[config.mk]
export PLATFORM = sky130hd
export DESIGN_NAME = throw_scheduler
export DESIGN_NICKNAME = d
export VERILOG_FILES = /design/src/rtl/variable_pkg.sv /design/src/rtl/throw_scheduler_sched_timer.sv /design/src/rtl/throw_scheduler.sv
export SDC_FILE = /design/constraint.sdc
export NUM_CORES = 1
export LEC_CHECK = 0
export CAP_MARGIN = 20
export CORE_UTILIZATION = 50
export DETAILED_ROUTE_END_ITERATION = 8
export PLACE_DENSITY_LB_ADDON = 0.1
export SYNTH_ARGS = -nofsm -noshare
export SYNTH_HDL_FRONTEND = slang
export SYNTH_HIERARCHICAL = 1
export SYNTH_SLANG_ARGS = --single-unit
[constraint.sdc]
create_clock -name clk60MHz -period 11.96 [get_ports clk60MHz]
set_input_delay 1.794 -clock clk60MHz [delete_from_list [all_inputs] [get_ports clk60MHz]]
set_output_delay 1.794 -clock clk60MHz [all_outputs]
set_load 0.01 [all_outputs]
[src/rtl/variable_pkg.sv]
// Shared constants, timing defaults and FSM state type for the throw scheduler.
package variable_pkg;

  localparam logic [1:0] PLAYER_1   = 2'b01;
  localparam logic [1:0] PLAYER_2   = 2'b10;
  localparam logic [2:0] TURN_FIRST = 3'd1;
  localparam logic [2:0] TURN_LAST  = 3'd7;

  localparam int TURN_TIMEOUT_DEF  = 600_000_000;
  localparam int FLIGHT_MAX_DEF    = 300_000_000;
  localparam int SETTLE_CYCLES_DEF = 30_000_000;
  localparam int CNT_W_DEF         = 30;

  typedef enum logic [2:0] {
    ARM,
    LAUNCH,
    FLIGHT,
    SETTLE,
    SWITCH
  } sched_state_e;

  // Turn numbers run 1..7 and never show 0.
  function automatic logic [2:0] next_turn(input logic [2:0] t);
    return (t == TURN_LAST) ? TURN_FIRST : t + 3'd1;
  endfunction

endpackage

[src/rtl/throw_scheduler_sched_timer.sv]
// Shared cycle counter with synchronous clear, count enable and terminal-count flag.
module sched_timer #(
  parameter int CNT_W = 30
) (
  input  logic             clk,
  input  logic             rst_n,
  input  logic             clr,
  input  logic             en,
  input  logic [CNT_W-1:0] limit,
  output logic             tc
);

  logic [CNT_W-1:0] count;

  always_ff @(posedge clk or negedge rst_n) begin
    if (!rst_n) begin
      count <= '0;
    end else if (clr) begin
      count <= '0;
    end else if (en) begin
      count <= count + CNT_W'(1);
    end
  end

  assign tc = (count == limit - CNT_W'(1));

endmodule

[src/rtl/throw_scheduler.sv]
// Turn arbiter for the shared throw engine: grant, launch, flight wait, settle, switch.
// Optional ARM-state turn timeout enabled by THROW_SCHEDULER_TIMEOUT_EN.
module throw_scheduler
  import variable_pkg::*;
#(
  parameter int TURN_TIMEOUT  = TURN_TIMEOUT_DEF,
  parameter int FLIGHT_MAX    = FLIGHT_MAX_DEF,
  parameter int SETTLE_CYCLES = SETTLE_CYCLES_DEF,
  parameter int CNT_W         = CNT_W_DEF
) (
  input  logic       clk60MHz,
  input  logic       rst_n,
  input  logic       p1_throw_req,
  input  logic       p2_throw_req,
  input  logic [6:0] p1_power,
  input  logic [6:0] p2_power,
  input  logic       throw_busy,
  output logic       throw_start,
  output logic [6:0] throw_power,
  output logic [1:0] current_player,
  output logic [2:0] turn,
  output logic       forfeit
);

  sched_state_e     state, state_nx;
  logic             start_nx, forfeit_nx, seen_busy, seen_nx;
  logic [6:0]       power_nx;
  logic [1:0]       player_nx;
  logic [2:0]       turn_nx;
  logic             tmr_clr, tmr_en, tmr_tc;
  logic [CNT_W-1:0] tmr_limit;
  logic             owner_req;
  logic [6:0]       owner_power;

  assign owner_req   = (current_player == PLAYER_1) ? p1_throw_req : p2_throw_req;
  assign owner_power = (current_player == PLAYER_1) ? p1_power     : p2_power;

  // One counter serves all three delays; the active state picks its limit.
  always_comb begin
    case (state)
      ARM:     tmr_limit = CNT_W'(TURN_TIMEOUT);
      SETTLE:  tmr_limit = CNT_W'(SETTLE_CYCLES);
      default: tmr_limit = CNT_W'(FLIGHT_MAX);
    endcase
  end

  sched_timer #(.CNT_W(CNT_W)) u_timer (
    .clk   (clk60MHz),
    .rst_n (rst_n),
    .clr   (tmr_clr),
    .en    (tmr_en),
    .limit (tmr_limit),
    .tc    (tmr_tc)
  );

  always_comb begin
    state_nx   = state;
    start_nx   = 1'b0;
    forfeit_nx = 1'b0;
    power_nx   = throw_power;
    player_nx  = current_player;
    turn_nx    = turn;
    seen_nx    = seen_busy;
    tmr_clr    = 1'b0;
    tmr_en     = 1'b0;
    case (state)
      ARM: begin
        if (owner_req) begin
          state_nx = LAUNCH;
          power_nx = owner_power;
        end
`ifdef THROW_SCHEDULER_TIMEOUT_EN
        else if (tmr_tc) begin
          forfeit_nx = 1'b1;
          state_nx   = SWITCH;
        end
        tmr_en = 1'b1;
`else
        tmr_clr = 1'b1;
`endif
      end
      LAUNCH: begin
        start_nx = 1'b1;
        seen_nx  = 1'b0;
        tmr_clr  = 1'b1;
        state_nx = FLIGHT;
      end
      FLIGHT: begin
        if (throw_busy) seen_nx = 1'b1;
        // A completed flight outranks the watchdog expiring on the same cycle.
        if (!throw_busy && seen_busy) begin
          state_nx = SETTLE;
          tmr_clr  = 1'b1;
        end else if (tmr_tc) begin
          forfeit_nx = 1'b1;
          state_nx   = SWITCH;
        end else begin
          tmr_en = 1'b1;
        end
      end
      SETTLE: begin
        if (tmr_tc) state_nx = SWITCH;
        else        tmr_en   = 1'b1;
      end
      SWITCH: begin
        player_nx = (current_player == PLAYER_1) ? PLAYER_2 : PLAYER_1;
        turn_nx   = next_turn(turn);
        tmr_clr   = 1'b1;
        state_nx  = ARM;
      end
      default: state_nx = ARM;
    endcase
  end

  always_ff @(posedge clk60MHz or negedge rst_n) begin
    if (!rst_n) begin
      state          <= ARM;
      throw_start    <= 1'b0;
      throw_power    <= '0;
      current_player <= PLAYER_1;
      turn           <= TURN_FIRST;
      forfeit        <= 1'b0;
      seen_busy      <= 1'b0;
    end else begin
      state          <= state_nx;
      throw_start    <= start_nx;
      throw_power    <= power_nx;
      current_player <= player_nx;
      turn           <= turn_nx;
      forfeit        <= forfeit_nx;
      seen_busy      <= seen_nx;
    end
  end

endmodule
==> run summary <==
After layout, the design draws a total of 0.3931 mW. In this run, synthesis inferred 0 flip-flops with an integrated enable. In this run the vertical extent of the chip is 84.75 um. The biggest area contributor in the post-synthesis netlist is sky130_fd_sc_hd__dfrtp_1. Setup repair after global routing left no endpoint under its margin. The worst setup path is captured at a register. Counting I/O delays and the setup requirement, the final critical path takes 5108 ps. The tightest min-delay check is of the reg2reg type.

The logs give 0.2080 for the global-route usage over all layers and 0 for the post-CTS setup buffer count. The logs give 0.3662 for the headroom to the max-slew limit and 6495 sq um for the area of the placeable core. The number of levels in the clock H-tree was 2; the final worst hold slack was 511.8 ps. The library cells used most frequently in the layout, excluding fill and tap cells, are sky130_fd_sc_hd__conb_1 (82), sky130_fd_sc_hd__nor2_1 (50), sky130_fd_sc_hd__dfrtp_1 (46), sky130_fd_sc_hd__xor2_1 (39), sky130_fd_sc_hd__clkdlybuf4s50_1 (31).

The final hold violation count is 0. Traced cell by cell, the critical path runs through or3_1 -> inv_1 -> xor2_1 -> xnor2_1 -> a31oi_1 -> and3_1 -> nand4_1 -> nor4_2 -> nor3b_1 -> o2111a_1 -> nand2_1 -> nor4_1 -> and4_1 -> nand4_1 -> xor2_1 -> nor2_1. The initial antenna violation count came out at 0.

The transition at the pin with the smallest max-transition slack is 950.7 ps. The tools report the wire length on met1 as 3382 um. The final reports fail on DRC. The initial core utilization was 0.5271. The routed wire length was 6844 um. At the worst endpoint, the arrival time is 5260 ps.

The worst path meets setup with 6852 ps of slack. At the end of routability-driven placement, the weighted congestion stood at 0.8643. The count of antenna diodes in the layout came out at 0.

The count of buffers added on input and output ports is 32. The first detailed-routing pass took 6 iterations. For the leakage power summed over all cells, the log shows 1.880 nW.

On the worst path, the slowest cell contributes a delay of 780 ps. The critical path is of the reg2reg type. Clock-pin slew was measured on the worst setup and hold paths at 90 ps. The critical path's top delay family was simple AND/OR/NAND/NOR gates. Entering global routing, the biggest net connects 49 pins.

Counting flops and latches in the post-synthesis netlist gives 48. Wire segments on met3 add up to 299 um in the final route. The cell count after synthesis came out at 380.

The die is 84.75 um wide. IR analysis of the VDD net gives a maximum drop of 79.24 uV. In this run the core area contains 29 standard-cell rows.

The first global-routing pass estimated 11,930 um of wire. The final-layout fill cell count was 555; the sequential element share of the synthesized area was 0.3516. The die covers 7182 sq um.

The share of the synthesized area in the top cell type came out at 0.3363. The multi-input combinational cells in the finished layout cover a total of 2406 sq um. Dividing the detail-routed wire length by the instance count gives 12.18 um.

For this block, the initial DRC count from the detailed router was 100. The via-per-instance ratio is 5.007. The routed design uses 3090 um of met2 wire. For the endpoint required time on the critical path, the log shows 12,110 ps. After synthesis the cells add up to 3423 sq um. The post-cts repair resize count came out at 0. The power per standard cell area was 93.98 nW/um^2.

The number of setup violations in the final report was 0. For this run, design rule violations remaining after detail routing come to 8. The share of the clock period used by the worst path after layout was 0.4271. The largest individual stage delay along the critical path comes from the cell sky130_fd_sc_hd__nor3b_1. The number of max-cap violations came out at 0. Sorting the synthesized cells by area gives the leading types as sky130_fd_sc_hd__dfrtp_1 (34%), sky130_fd_sc_hd__xor2_1 (10%), sky130_fd_sc_hd__xnor2_1 (6.9%).

The fraction of layout instances using a drive strength above 1 is 0.07835, and the via count of the routed design is 2,814. The tools report the count of pins on the block boundary as 33. A synthesized cell averages 9.009 sq um. The tools report the core utilization of the finished layout as 0.6440. The max-slew violation count is 0. From synthesis to final layout, the design area changed by 22.19%. For the highest achievable clock rate, the log shows 195.8 MHz.

The tools report the HPWL after detailed placement as 5111 um. The layout net count is 507. The number of global-route vias before repair came out at 2,612. Clock latency on the worst-skew pair, taken at its later pin, is 300 ps. The Yosys step of the flow raised 6 warnings. Buffers inserted to repair hold after CTS numbered 0.

The flow ran to the end, but the final reports show violations. The number of unique standard cell types used by synthesis is 57. Summing all flip-flop and latch instances after layout gives 1204 sq um. The combined buffer and inverter count along the critical path is 1.

TritonCTS built the clock tree. In this run the remaining antenna-violating nets after routing total 0. The clock passes through at most 2 buffers. The library cell used most frequently in the layout, excluding fill and tap cells, is sky130_fd_sc_hd__conb_1. Clock tree synthesis inserted a total of 5 buffers.

After routing, the total negative slack on setup checks comes to 0 ps. Biggest fanout along the worst timing path: 15. Clock skew on the completed layout was measured at 4.412 ps. OpenSTA, run right after detailed placement, puts the worst setup slack at 6881 ps. In this run the top signal layer used is met4. The worst setup slack for register-to-register paths was 6850 ps; the post-synthesis async set-or-reset flop share was 1.000.

The worst setup path is launched from a register. Clock tree synthesis found a total of 48 sinks. Global routing finished with a remaining overflow of 0. For this run, the leading register cell type out of synthesis is sky130_fd_sc_hd__dfrtp_1. The clock root buffer was sky130_fd_sc_hd__clkbuf_8.
[synthesized netlist by cell type, drive strengths merged (3+ instances only)]
library cell  instances
nand4                12
buf                   6
nand2                30
and4                  4
a21oi                11
nor3                 14
o31ai                 3
dfrtp                46
mux2i                 5
ha                    4
or3                   6
mux2                 14
nand2b                5
or4                   7
clkbuf               10
nor2                 51
nor2b                 8
and2                  3
xor2                 39
nor4                  9
nor3b                 3
inv                   9
nand4b                3
xnor2                27
nand3                14
o21ai                 8
[flip-flops by register name, indices dropped and copies added (netlist names)]
register and cells:
state 3, forfeit 1, throw_start 1, seen_busy 1, throw_power 7, turn 3
current_player 2, u_timer/count 30
[metrics by stage]
stage / instance area (sq um) / cells
floorplan: 3724 / 460
global placement: 4055 / 553
detailed placement: 4055 / 553
CTS: 4163 / 561
global route: 4183 / 562
finish: 4183 / 562
[routing by layer]
| metal | GRT usage | up-vias |
|---|---|---|
| li1 | - | 1460 |
| met1 | 0.2837 | 1294 |
| met5 | 0 | - |
| met3 | 0.03638 | 5 |
| met4 | 0.06780 | 0 |
| met2 | 0.3370 | 55 |
[cell type report]
class,count,area share
clock inverter,2,0.008376
tap,77,0.02303
multi-input combinational,387,0.5752
timing repair buffer,33,0.08017
sequential,48,0.2878
clock buffer,6,0.01735
inverter,9,0.008077
[worst reg2reg max path, stage by stage (launching register included)]
cell and delay [ps]:
sky130_fd_sc_hd__dfrtp_1 470, sky130_fd_sc_hd__or3_1 700, sky130_fd_sc_hd__inv_1 520, sky130_fd_sc_hd__xor2_1 230
sky130_fd_sc_hd__xnor2_1 150, sky130_fd_sc_hd__a31oi_1 70, sky130_fd_sc_hd__and3_1 200, sky130_fd_sc_hd__nand4_1 110
sky130_fd_sc_hd__nor4_2 80, sky130_fd_sc_hd__nor3b_1 780, sky130_fd_sc_hd__o2111a_1 300, sky130_fd_sc_hd__nand2_1 90
sky130_fd_sc_hd__nor4_1 610, sky130_fd_sc_hd__and4_1 320, sky130_fd_sc_hd__nand4_1 120, sky130_fd_sc_hd__xor2_1 170
sky130_fd_sc_hd__nor2_1 50
[final timing paths]
kind,cells past startpoint,end,start
setup reg to reg,16,u_timer/count[24],state[1]
min in group asynchronous,1,throw_power[2],rst_n
setup / recovery,16,u_timer/count[24],state[1]
max in group asynchronous,2,turn[0],rst_n
hold reg to reg,2,turn[2],turn[2]
hold / removal,2,turn[2],turn[2]
[report_power, final]
| group | switching (mW) | internal (mW) | total [mW] |
|---|---|---|---|
| sequential | 0.0200 | 0.174 | 0.194 |
| combinational | 0.0426 | 0.0412 | 0.0837 |
| clock | 0.0530 | 0.0621 | 0.115 |
[cells by family (layout without fill, tap and decap cells)]
kind of cell | count (synthesis) | count (layout) | synth area share
AO/OA/AOI/OAI | 40 | 40 | 0.07675
multiplexers | 19 | 19 | 0.07200
AND/OR/NAND/NOR | 176 | 176 | 0.2807
buffers and inverters | 25 | 50 | 0.03326
XOR/XNOR | 66 | 66 | 0.1689
adder cells (fa/ha/maj) | 4 | 4 | 0.01462
other | 2 | 82 | 0.002194
flip-flops | 48 | 48 | 0.3516
(Power assumes the default switching activity.)
